==> src/rtl/chip_link_tx_pkg.sv <==
// Shared definitions for the chip-to-chip link (transmitter and receiver).
// Holds default widths, the 2-bit FSM state encoding and the flit parity
// helper so both ends of the link agree on what "even parity" means.
package pcss_link_pkg;

    localparam int DEF_PKT_WIDTH      = 64;
    localparam int DEF_CHIPDATA_WIDTH = 16;

    // Widest flit the parity helper accepts; narrower flits are zero-extended,
    // which leaves the XOR-reduce unchanged.
    localparam int MAX_FLIT_W = 64;

    localparam logic [1:0] ST_IDLE    = 2'd0;
    localparam logic [1:0] ST_DRIVE   = 2'd1;
    localparam logic [1:0] ST_RELEASE = 2'd2;

    // Even parity bit: set when the flit has an odd number of ones, so flit
    // plus parity always carries an even count.
    function automatic logic flit_par(input logic [MAX_FLIT_W-1:0] flit);
        return ^flit;
    endfunction

endpackage

==> src/rtl/chip_link_tx_if.sv <==
// Bundle of the router-side packet handshake and the chip-link flit
// handshake for one mesh direction.
//   master : the transmitter (drives pkt_ready, send_data_*, link_fail, busy)
//   slave  : the surrounding router / neighbour receiver
interface chip_link_tx_if
    import pcss_link_pkg::*;
#(
    parameter int PKT_WIDTH      = DEF_PKT_WIDTH,
    parameter int CHIPDATA_WIDTH = DEF_CHIPDATA_WIDTH
) ();

    logic [PKT_WIDTH-1:0]      pkt_in;
    logic                      pkt_valid;
    logic                      pkt_ready;
    logic [CHIPDATA_WIDTH-1:0] send_data_out;
    logic                      send_data_valid;
    logic                      send_data_par;
    logic                      send_data_ready;
    logic                      send_data_err;
    logic                      link_fail;
    logic                      busy;

    modport master (
        input  pkt_in, pkt_valid, send_data_ready, send_data_err,
        output pkt_ready, send_data_out, send_data_valid, send_data_par,
               link_fail, busy
    );

    modport slave (
        output pkt_in, pkt_valid, send_data_ready, send_data_err,
        input  pkt_ready, send_data_out, send_data_valid, send_data_par,
               link_fail, busy
    );

endinterface

==> src/rtl/chip_link_tx.sv <==
// Off-chip link transmitter for one mesh direction.
// Takes a PKT_WIDTH packet from the router and sends it MSB-first as
// PKT_WIDTH/CHIPDATA_WIDTH flits over a four-phase valid/ready handshake
// with per-flit even parity. A flit acked with err is resent up to
// MAX_RETRY times; after that the packet is dropped and link_fail pulses.
// Ports:
//   clk, rst_n : clock, asynchronous active-low reset
//   link       : chip_link_tx_if.master (pkt_* router handshake,
//                send_data_* flit handshake, link_fail, busy)
// All outputs are registered.
module chip_link_tx
    import pcss_link_pkg::*;
#(
    parameter int PKT_WIDTH      = DEF_PKT_WIDTH,
    parameter int CHIPDATA_WIDTH = DEF_CHIPDATA_WIDTH,
    parameter int MAX_RETRY      = 3
) (
    input  logic           clk,
    input  logic           rst_n,
    chip_link_tx_if.master link
);

    localparam int FLITS = PKT_WIDTH / CHIPDATA_WIDTH;
    localparam int CNT_W = (FLITS > 1) ? $clog2(FLITS) : 1;
    localparam int RTY_W = (MAX_RETRY > 0) ? $clog2(MAX_RETRY + 1) : 1;

    localparam logic [CNT_W-1:0] LAST_FLIT = CNT_W'(FLITS - 1);
    localparam logic [RTY_W-1:0] RTY_LIMIT = RTY_W'(MAX_RETRY);

    logic [1:0]           state_q, state_d;
    logic [PKT_WIDTH-1:0] shreg_q, shreg_d;
    logic [CNT_W-1:0]     flit_cnt_q;
    logic [RTY_W-1:0]     retry_q;
    logic                 err_q;

    logic par_q, par_d;
    logic valid_q, valid_d;
    logic ready_q, ready_d;
    logic busy_q, busy_d;
    logic fail_q, fail_d;

    // Decoded events for the current cycle.
    logic accept, ack, release_done;
    logic advance, finish, resend, drop;

    always_comb begin
        accept       = (state_q == ST_IDLE) && ready_q && link.pkt_valid;
        ack          = (state_q == ST_DRIVE) && link.send_data_ready;
        release_done = (state_q == ST_RELEASE) && !link.send_data_ready;
        advance      = release_done && !err_q && (flit_cnt_q != LAST_FLIT);
        finish       = release_done && !err_q && (flit_cnt_q == LAST_FLIT);
        resend       = release_done &&  err_q && (retry_q != RTY_LIMIT);
        drop         = release_done &&  err_q && (retry_q == RTY_LIMIT);
    end

    // State register.
    always_ff @(posedge clk or negedge rst_n) begin
        if (!rst_n) state_q <= ST_IDLE;
        else        state_q <= state_d;
    end

    // Next state.
    always_comb begin
        state_d = state_q;
        case (state_q)
            ST_IDLE:    if (accept) state_d = ST_DRIVE;
            ST_DRIVE:   if (ack)    state_d = ST_RELEASE;
            ST_RELEASE: if (release_done)
                            state_d = (advance || resend) ? ST_DRIVE : ST_IDLE;
            default:    state_d = ST_IDLE;
        endcase
    end

    // Output / datapath next values. The flit on the wire is always the top
    // slice of the shift register, so a retry simply leaves it untouched.
    always_comb begin
        shreg_d = shreg_q;
        if (accept)       shreg_d = link.pkt_in;
        else if (advance) shreg_d = shreg_q << CHIPDATA_WIDTH;

        par_d   = flit_par(MAX_FLIT_W'(shreg_d[PKT_WIDTH-1 -: CHIPDATA_WIDTH]));
        valid_d = (state_d == ST_DRIVE);
        ready_d = (state_d == ST_IDLE);
        busy_d  = (state_d != ST_IDLE);
        fail_d  = drop;
    end

    always_ff @(posedge clk or negedge rst_n) begin
        if (!rst_n) begin
            shreg_q    <= '0;
            par_q      <= 1'b0;
            valid_q    <= 1'b0;
            ready_q    <= 1'b0;
            busy_q     <= 1'b0;
            fail_q     <= 1'b0;
            flit_cnt_q <= '0;
            retry_q    <= '0;
            err_q      <= 1'b0;
        end else begin
            shreg_q <= shreg_d;
            par_q   <= par_d;
            valid_q <= valid_d;
            ready_q <= ready_d;
            busy_q  <= busy_d;
            fail_q  <= fail_d;

            if (accept)       flit_cnt_q <= '0;
            else if (advance) flit_cnt_q <= flit_cnt_q + CNT_W'(1);

            if (accept || advance) retry_q <= '0;
            else if (resend)       retry_q <= retry_q + RTY_W'(1);

            // err only means something alongside ready.
            if (ack) err_q <= link.send_data_err;
        end
    end

    assign link.send_data_out   = shreg_q[PKT_WIDTH-1 -: CHIPDATA_WIDTH];
    assign link.send_data_par   = par_q;
    assign link.send_data_valid = valid_q;
    assign link.pkt_ready       = ready_q;
    assign link.busy            = busy_q;
    assign link.link_fail       = fail_q;

endmodule

==> src/flat_wrapper.sv <==
// flat-port wrapper written by rule: the top's interface ports become plain ports
module chip_link_tx_flat import pcss_link_pkg::*;
#(
    parameter int PKT_WIDTH      = DEF_PKT_WIDTH,
    parameter int CHIPDATA_WIDTH = DEF_CHIPDATA_WIDTH,
    parameter int MAX_RETRY      = 3
)
  (clk, rst_n, link_pkt_in, link_pkt_valid, link_send_data_ready, link_send_data_err, link_pkt_ready, link_send_data_out, link_send_data_valid, link_send_data_par, link_link_fail, link_busy);
  chip_link_tx_if #(.PKT_WIDTH(PKT_WIDTH), .CHIPDATA_WIDTH(CHIPDATA_WIDTH)) link_i ();
  input  logic clk;
  input  logic rst_n;
  input wire logic [$bits(link_i.pkt_in)-1:0] link_pkt_in;
  input wire logic [$bits(link_i.pkt_valid)-1:0] link_pkt_valid;
  input wire logic [$bits(link_i.send_data_ready)-1:0] link_send_data_ready;
  input wire logic [$bits(link_i.send_data_err)-1:0] link_send_data_err;
  output wire logic [$bits(link_i.pkt_ready)-1:0] link_pkt_ready;
  output wire logic [$bits(link_i.send_data_out)-1:0] link_send_data_out;
  output wire logic [$bits(link_i.send_data_valid)-1:0] link_send_data_valid;
  output wire logic [$bits(link_i.send_data_par)-1:0] link_send_data_par;
  output wire logic [$bits(link_i.link_fail)-1:0] link_link_fail;
  output wire logic [$bits(link_i.busy)-1:0] link_busy;
  assign link_i.pkt_in = link_pkt_in;
  assign link_i.pkt_valid = link_pkt_valid;
  assign link_i.send_data_ready = link_send_data_ready;
  assign link_i.send_data_err = link_send_data_err;
  assign link_pkt_ready = link_i.pkt_ready;
  assign link_send_data_out = link_i.send_data_out;
  assign link_send_data_valid = link_i.send_data_valid;
  assign link_send_data_par = link_i.send_data_par;
  assign link_link_fail = link_i.link_fail;
  assign link_busy = link_i.busy;
  chip_link_tx #(.PKT_WIDTH(PKT_WIDTH), .CHIPDATA_WIDTH(CHIPDATA_WIDTH), .MAX_RETRY(MAX_RETRY)) u_core (.clk(clk), .rst_n(rst_n), .link(link_i));
endmodule
==> config.mk <==
export PLATFORM = sky130hd
export DESIGN_NAME = chip_link_tx_flat
export DESIGN_NICKNAME = d
export VERILOG_FILES = /design/src/rtl/chip_link_tx_pkg.sv /design/src/rtl/chip_link_tx_if.sv /design/src/rtl/chip_link_tx.sv /design/src/flat_wrapper.sv
export SDC_FILE = /design/constraint.sdc
export NUM_CORES = 1
export LEC_CHECK = 0
export CORE_AREA = 2 2 84 86
export DETAILED_ROUTE_END_ITERATION = 10
export DIE_AREA = 0 0 86 88
export DONT_BUFFER_PORTS = 1
export PLACE_DENSITY = 0.67
export REMOVE_ABC_BUFFERS = 1
export SETUP_SLACK_MARGIN = 0.02
export SLEW_MARGIN = 0
export SYNTH_ARGS = -nofsm -noshare
export SYNTH_HDL_FRONTEND = slang
export SYNTH_SLANG_ARGS = --single-unit
==> constraint.sdc <==
create_clock -name clk -period 2.2 [get_ports clk]
set_clock_uncertainty 0.05 [all_clocks]
set_input_delay 0.66 -clock clk [delete_from_list [all_inputs] [get_ports clk]]
set_output_delay 0.66 -clock clk [all_outputs]
set_load 0.01 [all_outputs]
==> PnR_summary.wiki <==
{| class="wikitable"
! Metric !! Value
|-
| Outcome || finished, violations left
|-
| Violations in the final reports || hold timing
|-
| Number of buffers added on ports || 0
|-
| Max H-tree Level || 3
|-
| Final hold violation count || 76
|-
| DRT antenna net count || 0
|-
| Top-level port count || 90
|-
| Max-slew violation total from the final report || 0
|-
| Total of endpoints with negative setup slack in the final report || 0
|-
| Combinational family with the most area after synthesis || simple AND/OR/NAND/NOR gates
|-
| Relative area change from synthesis to final layout || 14.97%
|-
| Tightest slew margin relative to the limit || 0.7887
|-
| Commonest register cell after synthesis || sky130_fd_sc_hd__dfrtp_1
|-
| Via count of the first global-routing pass || between 2000 and 2500
|-
| Basic-gate share of the synthesized area counting and, or, nand and nor cells || 0.1866
|-
| Maximum net fanout on the critical path || 6
|-
| Max rail drop VDD || 0.8441 mV
|-
| Synth Area in Adders || 0.007027
|-
| CP Data Arrival Time || 2.41 ns
|-
| Portion of the post-synthesis area used by sequential elements || 0.5341
|-
| HPWL after detailed placement || 5105 um
|-
| Final #Nets || ~420
|-
| Vertical extent of the die || 88 um
|-
| Maxcap violations || 0
|-
| Worst slack on hold paths || -0.05903 ns
|-
| Netlist area before placement || 3561 sq um
|-
| Std-Cell Rows || 30
|-
| Final clock period utilization by the worst path || 0.9896
|-
| Share of the synthesized netlist area taken by xor and xnor gates || 0.05446
|-
| Critical setup path kind || flop to flop
|-
| Detailed Routing Iterations Pass 1 || 4
|-
| Most frequent standard cell in the layout excluding fill and tap cells || sky130_fd_sc_hd__nand2_1
|-
| Syn Inst Count || 340
|-
| First-pass GRT wire length || 11940 um
|-
| Number of distinct library cell variants in the gate-level netlist after synthesis || 32
|-
| Initial core utilization || 0.5360
|-
| Remaining DRCs || 0
|-
| Type of origin of the critical path || flop
|-
| Type of element capturing the critical path || flop
|-
| Mean routed wirelength per cell || 18.22 um
|-
| Die span in x || between 80 and 90 um
|-
| Number of buffers between clock root and the deepest sink || 2
|-
| Final worst path period need || 2.177 ns
|-
| Post-DR vias/cell || 5.537
|-
| GRT Residual Overflow || 0
|-
| Top cell type's share of synthesized area || 0.5341
|-
| Floorplan core area || 6644 sq um
|-
| Count of flip-flops with a built-in enable after synthesis || 0
|-
| Final Wtd Congestion || roughly 0.73
|-
| Min-Delay Path Class || primary input to async pin
|-
| Clock Tree Root || sky130_fd_sc_hd__clkbuf_8
|-
| Clock tree from TritonCTS || built
|-
| Placement-stage cell area || around 3600 sq um
|-
| Post-synth top area cell || sky130_fd_sc_hd__dfrtp_1
|-
| Final WL || between 7000 and 8000 um
|-
| Achievable Freq || 0.4593 GHz
|-
| Area fraction in compound gates after synthesis || 0.1458
|-
| Flops & latches, synth || 76
|-
| Standby leakage power || 1.953 nW
|-
| Antenna violations before repair || 1
|-
| Pin count of the biggest net entering global routing || 77
|-
| Clock edge transition at the registers on the reported setup and hold paths || 0.08 ns
|-
| Most frequent cells in the layout || 103 x sky130_fd_sc_hd__nand2_1, 76 x sky130_fd_sc_hd__dfrtp_1, 29 x sky130_fd_sc_hd__a22oi_1, 23 x sky130_fd_sc_hd__buf_4, 15 x sky130_fd_sc_hd__nand3_1
|-
| Post-layout instance area || 4094 sq um
|-
| Average instance area after synthesis || 10.47 sq um
|-
| Total number of clock tree sinks || 76
|-
| Die Area || 7568 sq um
|-
| Via total after detailed routing || roughly 2400
|-
| Share of cells above drive strength 1 || 0.2365
|-
| Number of buffers added by the clock tree synthesis step || 9
|-
| Setup repair after global routing missed its margin || yes
|-
| GRT Resource Usage Total || 0.2084
|-
| Worst-skew pair later-pin latency || 0.36 ns
|-
| Proportion of synthesized flip-flops having asynchronous set or reset || 1.000
|-
| First DRT Iteration DRCs || 150
|-
| Worst slew pin tran || 0.3159 ns
|-
| Synthesis warning total || 0
|-
| Largest cells by area after synthesis || sky130_fd_sc_hd__dfrtp_1 53%, sky130_fd_sc_hd__nand2_1 11%, sky130_fd_sc_hd__a22oi_1 6.1%, sky130_fd_sc_hd__o221a_4 4.5%, sky130_fd_sc_hd__buf_4 3.4%
|-
| Power density normalized to cell area || 1785 nW/um^2
|-
| Worst Path Required || 2.44 ns
|-
| Share of cell area taken by muxes after synthesis || 0.005973
|}
## per-stage QoR
step                setup WS (ns)  utilization  power, W   TNS, ns  std cells
floorplan                 -0.5538            -  0.004742    -14.17        304
global placement          -0.2211       0.5450  0.005431   -0.2211        407
detailed placement        -0.2166       0.5450  0.005513   -0.2166        407
CTS                       0.02053       0.5836  0.006837         0        423
global route             -0.04376       0.6162  0.007780  -0.04376        432
finish                    0.02286       0.6162  0.007310         0        432
## path summary, 6_finish.rpt
check	startpoint	endpoint	slack, ns	depth (start not counted)
min reg2reg	u_core.shreg_q[20]	u_core.shreg_q[20]	0.43	2
max	u_core.state_q[0]	u_core.link.send_data_par	0.02	8
min	rst_n	u_core.shreg_q[0]	-0.06	0
min in group clk	link_pkt_in[13]	u_core.shreg_q[13]	0.35	2
max in group asynchronous	rst_n	u_core.err_q	2.04	0
max reg2reg	u_core.state_q[0]	u_core.link.send_data_par	0.02	8
## where the power goes
group	internal (W)	total, W	switching (W)	leakage (nW)
registers	0.00207	0.00260	0.000527	0.931
clock network	0.000749	0.00128	0.000535	0.115
logic	0.00187	0.00343	0.00156	0.907
total	0.00469	0.00731	0.00262	1.95
## logic make-up (layout without fill, tap and decap cells)
family	after synthesis	in the layout
AO/OA/AOI/OAI	54	54
adder cells (fa/ha/maj)	2	2
multiplexers	2	2
buffers and inverters	38	49
AND/OR/NAND/NOR	151	151
flip-flops	76	76
other	0	1
XOR/XNOR	17	17
## routing by layer
layer / GRT usage / up-vias / wire length [um]
met5: 0 / - / 0
met4: 0.08225 / 0 / 133
met3: 0.06598 / 10 / 399
met2: 0.3228 / 58 / 3783
met1: 0.2750 / 1173 / 3555
li1: - / 1151 / -
## synthesized netlist by cell type, types with 2 or more instances
cell / n
sky130_fd_sc_hd__nand2_1: 103
sky130_fd_sc_hd__nand3_1: 15
sky130_fd_sc_hd__nand2b_1: 11
sky130_fd_sc_hd__clkbuf_1: 13
sky130_fd_sc_hd__inv_1: 2
sky130_fd_sc_hd__a22oi_1: 29
sky130_fd_sc_hd__xnor2_2: 6
sky130_fd_sc_hd__a21oi_1: 4
sky130_fd_sc_hd__o221a_4: 8
sky130_fd_sc_hd__ha_1: 2
sky130_fd_sc_hd__dfrtp_1: 76
sky130_fd_sc_hd__nor2_1: 11
sky130_fd_sc_hd__o221a_2: 8
sky130_fd_sc_hd__a31oi_1: 3
sky130_fd_sc_hd__buf_4: 16
sky130_fd_sc_hd__buf_6: 2
sky130_fd_sc_hd__or2b_1: 5
sky130_fd_sc_hd__xnor2_1: 10
sky130_fd_sc_hd__buf_1: 3
## registers in the layout (all words and copies together) (netlist names)
signal                       flops
u_core.retry_q                   2
u_core.err_q                     1
u_core.link.busy                 1
u_core.flit_cnt_q                2
u_core.state_q                   2
u_core.link.link_fail            1
u_core.shreg_q                  64
u_core.link.pkt_ready            1
u_core.link.send_data_valid      1
u_core.link.send_data_par        1
## area by class of cell
| cell class | count | area (sq um) |
|---|---|---|
| Fill cell | 556 | 2550 |
| Sequential cell | 76 | 1902 |
| Multi-Input combinational cell | 226 | 1529 |
| Timing Repair Buffer | 31 | 314.1 |
| Clock buffer | 9 | 123.9 |
| Clock inverter | 7 | 115.1 |
| Tap cell | 80 | 100.1 |
| Inverter | 2 | 7.507 |
| Antenna cell | 1 | 2.502 |
## worst max-delay path, stage by stage, from the launching register on
cell and delay (ns):
sky130_fd_sc_hd__dfrtp_1 0.43, sky130_fd_sc_hd__and4bb_4 0.43, sky130_fd_sc_hd__buf_12 0.13, sky130_fd_sc_hd__or2b_1 0.24, sky130_fd_sc_hd__o221a_4 0.15, sky130_fd_sc_hd__xor2_4 0.20
sky130_fd_sc_hd__xnor2_2 0.15, sky130_fd_sc_hd__xnor2_2 0.20, sky130_fd_sc_hd__xnor2_1 0.13
## what timing repair did
| action | in CTS | in global routing |
|---|---|---|
| hold endpoints to repair | 76 | 76 |
| resized for setup | 4 | 20 |
| pin swaps | 1 | 11 |
| buffers inserted | 0 | 5 |
| endpoints found under the setup margin | 1 | 1 |
| gates cloned | 0 | 3 |
Note: power is estimated with default switching activity, not from simulation.
